--- src/rtl/buffer_sequencer.sv ---
// Fill/drain sequencer for a DEPTH-slot percent-indexed buffer: writes upstream samples slot by
// slot, then reads them back in order and hands each byte to a consumer via valid/ready.
module buffer_sequencer #(
  parameter int unsigned DEPTH   = 10,
  parameter int unsigned TIMEOUT = 7
) (
  input  logic       clock,
  input  logic       reset,
  input  logic       start,
  input  logic [7:0] sampleIn,
  input  logic       sampleValid,
  output logic       sampleReady,
  output logic [3:0] percent,
  output logic       emptyBuffer,
  output logic [7:0] writeValue,
  input  logic [7:0] bufferData,
  input  logic       bufferStrobe,
  output logic [7:0] dataOut,
  output logic       dataValid,
  input  logic       dataReady,
  output logic       busy,
  output logic       full,
  output logic       done,
  output logic       error
);

  localparam int unsigned        TimerW    = (TIMEOUT > 1) ? $clog2(TIMEOUT) : 1;
  localparam logic [3:0]         LastSlot  = 4'(DEPTH - 1);
  localparam logic [TimerW-1:0]  TimerLast = TimerW'(TIMEOUT - 1);

  typedef enum logic [2:0] {
    StIdle,
    StFillWait,
    StFillWrite,
    StDrainWait,
    StDrainHold
  } state_e;

  state_e            state_q, state_d;
  logic [3:0]        percent_q, percent_d;
  logic              empty_q, empty_d;
  logic [7:0]        write_value_q, write_value_d;
  logic [7:0]        data_out_q, data_out_d;
  logic              data_valid_q, data_valid_d;
  logic              sample_ready_q, sample_ready_d;
  logic              busy_q, busy_d;
  logic              full_q, full_d;
  logic              done_q, done_d;
  logic              error_q, error_d;
  logic [TimerW-1:0] timer_q, timer_d;

  always_comb begin
    state_d       = state_q;
    percent_d     = percent_q;
    empty_d       = empty_q;
    write_value_d = write_value_q;
    data_out_d    = data_out_q;
    data_valid_d  = data_valid_q;
    full_d        = full_q;
    done_d        = 1'b0;
    error_d       = error_q;
    timer_d       = timer_q;

    unique case (state_q)
      StIdle: begin
        percent_d = '0;
        empty_d   = 1'b0;
        if (start) begin
          error_d = 1'b0;
          state_d = StFillWait;
        end
      end
      StFillWait: begin
        if (sampleValid) begin
          write_value_d = sampleIn;
          state_d       = StFillWrite;
        end
      end
      StFillWrite: begin
        // The buffer commits write_value_q to slot percent_q at the edge closing this cycle.
        timer_d = '0;
        if (percent_q == LastSlot) begin
          full_d    = 1'b1;
          percent_d = '0;
          empty_d   = 1'b1;
          state_d   = StDrainWait;
        end else begin
          percent_d = percent_q + 4'd1;
          state_d   = StFillWait;
        end
      end
      StDrainWait: begin
        if (bufferStrobe) begin
          data_out_d   = bufferData;
          data_valid_d = 1'b1;
          timer_d      = '0;
          state_d      = StDrainHold;
        end else if (timer_q == TimerLast) begin
          error_d   = 1'b1;
          empty_d   = 1'b0;
          full_d    = 1'b0;
          percent_d = '0;
          timer_d   = '0;
          state_d   = StIdle;
        end else begin
          timer_d = timer_q + 1'b1;
        end
      end
      StDrainHold: begin
        if (dataReady) begin
          data_valid_d = 1'b0;
          timer_d      = '0;
          if (percent_q == LastSlot) begin
            empty_d   = 1'b0;
            percent_d = '0;
            full_d    = 1'b0;
            done_d    = 1'b1;
            state_d   = StIdle;
          end else begin
            // Each step toggles percent[0], which is what re-arms the buffer's strobe.
            percent_d = percent_q + 4'd1;
            state_d   = StDrainWait;
          end
        end
      end
      default: state_d = StIdle;
    endcase

    sample_ready_d = (state_d == StFillWait);
    busy_d         = (state_d != StIdle);
  end

  always_ff @(posedge clock or negedge reset) begin
    if (!reset) begin
      state_q        <= StIdle;
      percent_q      <= '0;
      empty_q        <= 1'b0;
      write_value_q  <= '0;
      data_out_q     <= '0;
      data_valid_q   <= 1'b0;
      sample_ready_q <= 1'b0;
      busy_q         <= 1'b0;
      full_q         <= 1'b0;
      done_q         <= 1'b0;
      error_q        <= 1'b0;
      timer_q        <= '0;
    end else begin
      state_q        <= state_d;
      percent_q      <= percent_d;
      empty_q        <= empty_d;
      write_value_q  <= write_value_d;
      data_out_q     <= data_out_d;
      data_valid_q   <= data_valid_d;
      sample_ready_q <= sample_ready_d;
      busy_q         <= busy_d;
      full_q         <= full_d;
      done_q         <= done_d;
      error_q        <= error_d;
      timer_q        <= timer_d;
    end
  end

  assign sampleReady = sample_ready_q;
  assign percent     = percent_q;
  assign emptyBuffer = empty_q;
  assign writeValue  = write_value_q;
  assign dataOut     = data_out_q;
  assign dataValid   = data_valid_q;
  assign busy        = busy_q;
  assign full        = full_q;
  assign done        = done_q;
  assign error       = error_q;

endmodule

--- config.mk ---
export PLATFORM = sky130hd
export DESIGN_NAME = buffer_sequencer
export DESIGN_NICKNAME = d
export VERILOG_FILES = /design/src/rtl/buffer_sequencer.sv
export SDC_FILE = /design/constraint.sdc
export NUM_CORES = 1
export LEC_CHECK = 0
export BUFFER_PORTS_ARGS = -buffer_cell sky130_fd_sc_hd__buf_2
export CAP_MARGIN = 20
export CORE_MARGIN = 2
export CORE_UTILIZATION = 49
export CTS_CLUSTER_SIZE = 24
export DETAILED_ROUTE_END_ITERATION = 8
export MAX_ROUTING_LAYER = met4
export PLACE_DENSITY = 0.86
export SLEW_MARGIN = 20
export SYNTH_ARGS = -nofsm -noshare
export SYNTH_HDL_FRONTEND = slang
export SYNTH_SLANG_ARGS = --single-unit
--- constraint.sdc ---
create_clock -name clock -period 2.1 [get_ports clock]
set_input_delay 0.315 -clock clock [delete_from_list [all_inputs] [get_ports clock]]
set_output_delay 0.315 -clock clock [all_outputs]
set_load 0.05 [all_outputs]
======== After elaboration in Yosys (flattened, before gate mapping) ========
Index checks and enable logic that the tools add are counted.
word-level totals
  output and inout port bits .............. 27
  register bits ........................... 33
  word-level logic and storage cells ...... 76
  input bits .............................. 22
cells by class
  mux-type cells .......................... 34
  eq/ne operators ......................... 14
  add/sub/neg operators ................... 2
  reductions and logical operators ........ 14
operator list
  operator               count
  $mux W3                8
  $mux W4                4
  $pmux W4 S4            1
  $pmux W3 S5            1
  $ne A2 B2 Y1 const B   7
  $mux W1                13
  $reduce_and A6 Y1      2
  $pmux W3 S3            1
  $reduce_and A4 Y1      2
  $eq A3 B1 Y1 const B   2
  $eq A3 B2 Y1 const B   2
  $eq A3 B3 Y1 const B   2
  $reduce_and A2 Y1      3
  $reduce_bool A3 Y1     2
  $add A4 B1 Y4 const B  1
  $eq A4 B4 Y1 const B   1
  $mux W2                2
  $pmux W1 S2            2
  $pmux W1 S4            1
  $reduce_bool A2 Y1     2
  $reduce_bool A4 Y1     1
  $add A3 B1 Y3 const B  1
  $logic_not A3 Y1       1
  $pmux W1 S3            1
  $reduce_and A3 Y1      1

======== Depth between registers and ports, before layout ========
Gate-level depths: netlist (run 1).
  depth after elaboration ................. 5
  depth in mapped cells ................... 6
  depth with buffers taken out ............ 6

======== Worst setup path after synthesis (run 1) ========
Ideal clock, no wire load.
  path kind ............................... reg2reg
  start ................................... register percent_q[0], in the netlist percent[0]
  end ..................................... register busy_q, in the netlist busy
  setup time .............................. 0.139 ns
  path slack .............................. -0.077 ns
  data required time ...................... 1.961 ns
  stages on the path, launching flop included .. 6
  arrival ................................. 2.039 ns
  buffers on the path ..................... 0
  clock period less this slack ............ 2.177 ns
  cells stage by stage .................... dfrtp_1 > ha_1 > nand3b_1 > a22o_1 > or3_4 > or4_1
on the way
  word-level cells in the longest chain between the ends .. 5
  elaborated cells between the ends (all ways) .. 6
  those cells by class .................... eq/ne: 1; mux: 4; reduce/logical: 1
RTL lines
  element                 RTL line  source
  from (decl)             40        logic [3:0] percent_q, percent_d;
  from (signal assigned)  149       percent_q <= percent_d;
  $eq A4 B4 Y1 (*)        82, 113
  $mux W2                 113       if (percent_q == LastSlot) begin
  $mux W3                 110       if (dataReady) begin
  $pmux W3 S5 (*)         64        unique case (state_q)
  via state_d[1]          39        state_e state_q, state_d;
  $reduce_bool A3 Y1 (*)  130       busy_d = (state_d != StIdle);
  via busy_d              46        logic busy_q, busy_d;
  to (signal assigned)    155       busy_q <= busy_d;
  to (decl)               46
Mark *: on every way through the listed nets, which the timed path passes. The rest lies on a longest branch.
A chain may end at the register's enable or synchronous reset.

======== Final worst setup path (run 1) ========
  start ................................... register percent_q[1], in the netlist percent[1]
  end ..................................... register busy_q, in the netlist busy
The elaborated chain is that of the path after synthesis.

==> metrics.md, run 1 <==
| Metric | Value |
|---|---|
| Outcome | finished clean |
| Total overflow reported by the global router | 0 |
| Maximum count of clock buffers along a single path | 2 |
| Number of detailed-routing iterations run before antenna repair | 4 |
| Peak VDD IR | 1.20 mV |
| Fraction of power spent switching nets | 48.9% |
| Number of global-route vias before repair | 1105 |
| FFs w/ async S/R, synth | 100% |
| GRT Util Overall | 20.0% |
| Number of nets produced by synthesis | 141 |
| Root buffer cell | sky130_fd_sc_hd__clkbuf_4 |
| Total power divided by cell area | 1630 nW/um^2 |
| Count of input and output buffers | 48 |
| Die extent in x | 58.4 um |
| Diode insertion count for antenna repair | 0 |
| TritonCTS clock tree | yes |
| Total number of vias | 1134 |
| First-iteration detailed-routing DRC count | 16 |
| Average routed wire per standard cell | 14.5 um |
| Reg2Reg Setup Slack | 0.09 ns |
| Final number of setup-violating endpoints | 0 |
| Transition time of the tightest slew-check pin | 0.700 ns |
| Register clock-pin slew on the reported worst setup and hold paths | 0.11 ns |
| Count of clock tree sinks | 33 |
| Path category of the worst min-delay check | in2async |
| Number of cells upsized or downsized after cts | 0 |
| Setup repair after global routing missed its margin | false |
| Die H | 58.4 um |
| Share of total power in the clock network | 13.8% |
| Worst path slowest cell | sky130_fd_sc_hd__dfrtp_2 |
| Gpl congestion | 0.860 |
| Worst reg2reg path endpoint | busy |
| H-Tree Depth | 2 |
| Synth Area per Inst | 12.4 um^2 |
| Standard cell core area | 2780 um^2 |
| Worst-path maximum fanout | 4 |
| Final ANT Viol Nets | 0 |
| Post-detailed-route via-to-cell ratio | 5.53 |
| First-pass GRT wire length | 4860 um |
| Post-Synthesis Cell Area | 1450 um^2 |
| Req. time, crit path | 2.31 ns |
| Sequential share of the synthesized area | 57.0% |
| Source-to-sink clock delay at the later pin of the worst-skew pair | 0.34 ns |
| Cells along the critical path | inv_1 -> ha_1 -> nand3b_1 -> a22o_1 -> or3_4 -> or4_1 |
| Max Clock Freq | 497 MHz |
| Switching power | 1.44 mW |
| Remaining max-slew budget at the tightest pin | 52.7% |
| Total leakage power | 0.905 nW |
| Worst Setup Path Type | reg2reg |
| Cell type contributing the most total cell area after synthesis | sky130_fd_sc_hd__dfrtp_1 |
| DP Wirelength | 2260 um |
| Full die area | 3410 um^2 |
| Worst endpoint data arrival time | 2.22 ns |
| Cell count after synthesis | 117 |
| Starting density of the core | 52.0% |
| Antenna violations before repair | 0 |
| Cell internal pwr | 1.51 mW |
| Combinational fraction of design power | 51.0% |
| Share of final-layout standard cells stronger than drive strength 1 | 41.4% |
| Area growth from synthesis to final layout | 24.8% |
| Count of flip-flops with a built-in enable after synthesis | 0 |
| Share of the synthesized area in the top cell type | 57.0% |
| IO Pins | 49 |
| Library cells used by synthesis | 34 |
| Placement Rows | 19 |
| Register share of total power | 35.2% |
| Warnings, synthesis | 0 |
| Total wire length after detailed routing | 2970 um |
| Shortest clock period the worst path allows after layout | 2.01 ns |
| Final net count | 197 |
| Number of max-cap violations | 0 |
| Final core area utilization | 65.0% |
| Total Negative Setup Slacks | 0 ns |
| Clock buffer count from CTS | 5 |
| Delay of the slowest cell on the worst path | 0.43 ns |
| Worst clock skew on the final layout | 0.0125 ns |
| Endpoint class of the critical path | flop |
| Ranking of synthesized cells by area | sky130_fd_sc_hd__dfrtp_1 (57%), sky130_fd_sc_hd__mux2_1 (7.0%), sky130_fd_sc_hd__mux2_2 (5.4%) |
| Largest net degree at the start of global routing | 34 |
| Library cell with the highest instance count after synthesis | sky130_fd_sc_hd__dfrtp_1 |
| Fin crit share | 95.9% |
| Drc violations | 0 |
| Number of endpoints with negative hold slack in the final report | 0 |
| Most used DFF post-synth | sky130_fd_sc_hd__dfrtp_1 |
| Flop and latch count out of synthesis | 33 |
| FF-to-FF path depth | 6 |
| Max-slew violation count | 0 |
| Power consumption | 2.95 mW |
| Worst Setup Start Kind | flop |
| Most numerous cell types in the synthesized netlist | sky130_fd_sc_hd__dfrtp_1 (33), sky130_fd_sc_hd__mux2_1 (9), sky130_fd_sc_hd__nor2_1 (9) |
| RR Startpoint | percent[1] |
-- worst max-delay path, delay by kind of cell (launching register included) --
kind	cells	cell delay (ns)
AO/OA/AOI/OAI	1	0.28
adder cells (fa/ha/maj)	1	0.15
buffers and inverters	1	0.08
flip-flops	1	0.43
AND/OR/NAND/NOR	3	0.96
-- cell usage in the layout (no fill, tap or decap), types with 2 or more instances in the layout --
cell type	count
sky130_fd_sc_hd__and3_1	2
sky130_fd_sc_hd__nor2_1	9
sky130_fd_sc_hd__mux2_2	7
sky130_fd_sc_hd__o21bai_1	2
sky130_fd_sc_hd__mux2_1	9
sky130_fd_sc_hd__o22ai_1	3
sky130_fd_sc_hd__nor4bb_1	2
sky130_fd_sc_hd__ha_1	2
sky130_fd_sc_hd__o2bb2ai_1	2
sky130_fd_sc_hd__a22o_1	2
sky130_fd_sc_hd__nand3b_1	4
sky130_fd_sc_hd__o21ai_1	5
sky130_fd_sc_hd__dfrtp_2	2
sky130_fd_sc_hd__nand2_1	2
sky130_fd_sc_hd__nor3_1	4
sky130_fd_sc_hd__clkbuf_4	5
sky130_fd_sc_hd__a21oi_1	5
sky130_fd_sc_hd__buf_2	48
sky130_fd_sc_hd__inv_1	3
sky130_fd_sc_hd__nand2b_1	4
sky130_fd_sc_hd__dfrtp_1	31
sky130_fd_sc_hd__clkbuf_8	2
sky130_fd_sc_hd__buf_4	5
-- power by group through the flow --
| stage | clock [mW] | sequential [mW] | combinational [mW] |
|---|---|---|---|
| after floorplan | 0 | 1.70 | 0.510 |
| after global placement | 0 | 1.02 | 1.47 |
| after detailed placement | 0 | 1.05 | 1.51 |
| after CTS | 0.413 | 1.03 | 1.52 |
| after global routing | 0.448 | 1.07 | 1.59 |
| final | 0.408 | 1.04 | 1.50 |
-- state kept, by name (all words and copies together) (netlist names) --
signal       cells
busy             1
dataOut          8
dataValid        1
done             1
emptyBuffer      1
error            1
full             1
percent          4
sampleReady      1
state_q          3
timer_q          3
writeValue       8
-- cells by family (layout without fill, tap and decap cells) --
group                      after synthesis  count (layout)  share of synthesized area, %
and+or+nand+nor                         34              34                          14.3
DFF                                     33              33                          57.0
AOI/OAI and AO/OA                       24              24                          11.0
muxes                                   16              16                          12.4
buffers and inverters                    7              64                          2.85
adders and majority gates                2               2                          1.73
xor gates and xnor gates                 1               1                         0.605
-- how the worst max path moves through the flow --
stage / to / slack [ns] / from / cells past startpoint
after global routing: busy / 0.0008 / percent[1] / 6
after global placement: busy / 0.18 / percent[1] / 6
after CTS: busy / 0.08 / percent[1] / 6
final: busy / 0.09 / percent[1] / 6
after floorplan: busy / 0.07 / percent[1] / 6
after detailed placement: busy / 0.11 / percent[1] / 6
-- timing repair --
action / in CTS / in global routing
buffers inserted: 0 / 1
hold buffers: 0 / 0
setup endpoints to repair: 0 / 1
-- cell type report --
class,instances,area (um^2)
multi-input cells,77,581
clock buffers,7,65.1
flip-flops and latches,33,828
repair buffers,53,278
inverters,3,11.3
well taps,31,38.8
clock inverters,1,5.00
fillers,204,975
-- through the flow --
stage / cells / area [um^2] / setup slack (ns) / hold slack (ns)
floorplan: 117 / 1450 / 0.0723 / 0.0194
global placement: 196 / 1730 / 0.180 / 0.385
detailed placement: 196 / 1730 / 0.108 / 0.401
CTS: 204 / 1800 / 0.0827 / 0.0307
global route: 205 / 1810 / 0.000798 / 0.0596
finish: 205 / 1810 / 0.0867 / 0.0152
-- routing by layer --
layer | global-route usage, % | wire (um)
met5 | - | 0
met4 | 6.64 | 37
met3 | 7.47 | 202
met2 | 31.5 | 1460
met1 | 23.8 | 1260
No activity file was read; power rests on OpenSTA's default activity.
==> run 2: changes to the inputs <==
--- a/config.mk
+++ b/config.mk
@@ -8,11 +8,12 @@
 export BUFFER_PORTS_ARGS = -buffer_cell sky130_fd_sc_hd__buf_2
 export CAP_MARGIN = 20
 export CORE_MARGIN = 2
-export CORE_UTILIZATION = 49
+export CORE_UTILIZATION = 53
 export CTS_CLUSTER_SIZE = 24
 export DETAILED_ROUTE_END_ITERATION = 8
 export MAX_ROUTING_LAYER = met4
-export PLACE_DENSITY = 0.86
+export PLACE_DENSITY = 0.92
+export REMOVE_ABC_BUFFERS = 1
 export SLEW_MARGIN = 20
 export SYNTH_ARGS = -nofsm -noshare
 export SYNTH_HDL_FRONTEND = slang
==> constraint.sdc (replaced) <==
create_clock -name clock -period 2.6 [get_ports clock]
set_input_delay 0.39 -clock clock [delete_from_list [all_inputs] [get_ports clock]]
set_output_delay 0.39 -clock clock [all_outputs]
set_load 0.005 [all_outputs]
==> run 2 against run 1 <==
Effect of this change: worst setup slack better by 0.52 ns; worst hold slack gained 0.078 ns; maximum frequency increased by 0.84%; first-iteration DRC count is 75% higher; die area down 7.1%; register-to-register slack improved by 0.52 ns; combinational power is 58% lower; critical path type unchanged; largest power group is now sequential cells; highest routed layer unchanged.
==> metrics.md, run 2 (same netlist as run 1, synthesis figures left out) <==
| Metric | Value |
|---|---|
| Combinational fraction of design power | 33.3% (-18 points) |
| Worst-path maximum fanout | 4 (unchanged) |
| Area growth from synthesis to final layout | 23.2% |
| Total overflow reported by the global router | 0 (unchanged) |
| Most frequent cells in the layout | sky130_fd_sc_hd__buf_2 (48), sky130_fd_sc_hd__dfrtp_1 (33), sky130_fd_sc_hd__nor2_1 (9), sky130_fd_sc_hd__mux2_1 (9), sky130_fd_sc_hd__mux2_2 (7) |
| Number of detailed-routing iterations run before antenna repair | 4 (unchanged) |
| Standard cell core area | 2520 um^2 (-9.3%) |
| DP Wirelength | 2340 um (+3.6%) |
| Final core area utilization | 70.7% (+5.8 points) |
| Number of global-route vias before repair | 1173 (+6.2%) |
| Outcome | finished clean |
| TritonCTS clock tree | yes |
| Post-detailed-route via-to-cell ratio | 5.60 (+1.2%) |
| Placement Rows | 18 (-1) |
| Cell internal pwr | 1.27 mW (-16%) |
| Full die area | 3170 um^2 (-7.1%) |
| Total Negative Setup Slacks | 0 ns (unchanged) |
| Diode insertion count for antenna repair | 0 (unchanged) |
| Worst Setup Start Kind | flop |
| Fin crit share | 76.8% (-19 points) |
| Largest net degree at the start of global routing | 34 (unchanged) |
| Number of endpoints with negative hold slack in the final report | 0 (unchanged) |
| Maximum count of clock buffers along a single path | 2 (unchanged) |
| Sequential cell area | 826 um^2 (-0.30%) |
| Remaining max-slew budget at the tightest pin | 52.0% (-0.73 points) |
| Switching power | 0.620 mW (-57%) |
| Cts hold-fix bufs | 0 (unchanged) |
| Shortest clock period the worst path allows after layout | 2.00 ns (-0.0167 ns) |
| Final number of setup-violating endpoints | 0 (unchanged) |
| H-Tree Depth | 2 (unchanged) |
| Worst endpoint data arrival time | 2.21 ns (about the same) |
| Die extent in x | 56.3 um (-3.6%) |
| Starting density of the core | 57.4% (+5.3 points) |
| Share of final-layout standard cells stronger than drive strength 1 | 38.5% (-2.9 points) |
| Endpoint class of the critical path | flop |
| GRT Util Overall | 22.3% (+2.3 points) |
| Path category of the worst min-delay check | in2async |
| Antenna violations before repair | 0 (unchanged) |
| IO Pins | 49 (unchanged) |
| Worst Setup Path Type | reg2reg |
| Total leakage power | 0.886 nW (-2.1%) |
| Transition time of the tightest slew-check pin | 0.715 ns (+0.0150 ns) |
| Worst clock skew on the final layout | 0.0114 ns (-0.00107 ns) |
| Peak VDD IR | 0.710 mV (-41%) |
| Share of total power in the clock network | 21.0% (+7.2 points) |
| Total number of vias | 1114 (-1.8%) |
| First-pass GRT wire length | 5250 um (+7.9%) |
| Final net count | 192 (-2.5%) |
| Gpl congestion | 0.897 (+4.2%) |
| Number of max-cap violations | 0 (unchanged) |
| Register share of total power | 45.7% (+10 points) |
| First-iteration detailed-routing DRC count | 28 (+12) |
| Total wire length after detailed routing | 3100 um (+4.5%) |
| Root buffer cell | sky130_fd_sc_hd__clkbuf_4 |
| Register clock-pin slew on the reported worst setup and hold paths | 0.10 ns (about the same) |
| Average routed wire per standard cell | 15.6 um (+7.6%) |
| Most common cell after layout, fill and taps aside | sky130_fd_sc_hd__buf_2 |
| Setup repair after global routing missed its margin | false |
| Total power divided by cell area | 1060 nW/um^2 (-35%) |
| Drc violations | 0 (unchanged) |
| Fraction of power spent switching nets | 32.9% (-16 points) |
| Die H | 56.3 um (-3.6%) |
| Final ANT Viol Nets | 0 (unchanged) |
| Layout fillers | 190 (-6.9%) |
| Req. time, crit path | 2.81 ns (+0.50 ns) |
| Number of cells upsized or downsized after cts | 0 (unchanged) |
| Count of input and output buffers | 48 (unchanged) |
| Post-CTS Setup Bufs | 0 (unchanged) |
| Max-slew violation count | 0 (unchanged) |
| Count of clock tree sinks | 33 (unchanged) |
| Clock buffer count from CTS | 5 (unchanged) |
| Source-to-sink clock delay at the later pin of the worst-skew pair | 0.33 ns (about the same) |
| Max Clock Freq | 501 MHz (+0.84%) |
| Multi-input gate area in the final layout | 581 um^2 (unchanged) |
-- run 2: changes by cell type in the layout (fill, tap and decap cells not counted) --
cell                         delta
sky130_fd_sc_hd__buf_4          -5
sky130_fd_sc_hd__dfrtp_1        +2
sky130_fd_sc_hd__dfrtp_2        -2
sky130_fd_sc_hd__bufinv_16      +1
sky130_fd_sc_hd__clkbuf_8       -1
sky130_fd_sc_hd__clkinv_2       -1
sky130_fd_sc_hd__clkinvlp_4     +1
-- run 2: critical path, stage by stage (launching register included) --
cell and delay, ns:
sky130_fd_sc_hd__dfrtp_1 0.41, sky130_fd_sc_hd__inv_1 0.10, sky130_fd_sc_hd__ha_1 0.17, sky130_fd_sc_hd__nand3b_1 0.15, sky130_fd_sc_hd__a22o_1 0.26, sky130_fd_sc_hd__or3_4 0.39
sky130_fd_sc_hd__or4_1 0.39
-- run 2: area by class of cell --
cell class | instances | share of cell area (%)
Clock buffer | 6 | 2.88
Clock inverter | 2 | 2.10
Inverter | 3 | 0.631
Multi-Input combinational cell | 77 | 32.5
Sequential cell | 33 | 46.3
Tap cell | 30 | 2.10
Timing Repair Buffer | 48 | 13.5
-- run 2: power groups by stage --
| stage | registers (mW) | logic (mW) | clock network [mW] |
|---|---|---|---|
| after floorplan | 0.854 | 0.353 | 0 |
| after global placement | 0.842 | 0.592 | 0 |
| after detailed placement | 0.866 | 0.631 | 0 |
| after CTS | 0.859 | 0.635 | 0.403 |
| after global routing | 0.890 | 0.693 | 0.429 |
| final | 0.862 | 0.629 | 0.396 |
-- run 2: per-stage QoR --
stage                     instance area, um^2  cells  hold WS, ns  power [mW]  worst slack [ns]
after floorplan                          1420    113       0.0944        1.21             0.739
after global placement                   1700    191        0.460        1.43             0.706
after detailed placement                 1700    191        0.474        1.50             0.643
after CTS                                1780    199        0.109        1.90             0.612
after global routing                     1780    199        0.147        2.01             0.493
final                                    1780    199       0.0930        1.89             0.603
-- run 2: metal layers --
| metal | global-route usage [%] | share of wire (%) | up-vias |
|---|---|---|---|
| li1 | - | - | 524 |
| met1 | 26.1 | 39 | 537 |
| met2 | 37.3 | 53 | 45 |
| met3 | 5.53 | 6.5 | 8 |
| met4 | 8.50 | 1.4 | 0 |
| met5 | - | 0 | - |
-- run 2: worst paths after layout --
path,start,end,slack (ns),depth (start not counted)
worst max-delay path,percent[1],busy,0.60,6
worst min-delay path,reset,timer_q[1],0.09,1
worst max register to register,percent[1],busy,0.60,6
worst min register to register,writeValue[2],writeValue[2],0.49,1
max in group asynchronous,reset,emptyBuffer,2.05,1
min in group clock,sampleIn[6],writeValue[6],0.27,2
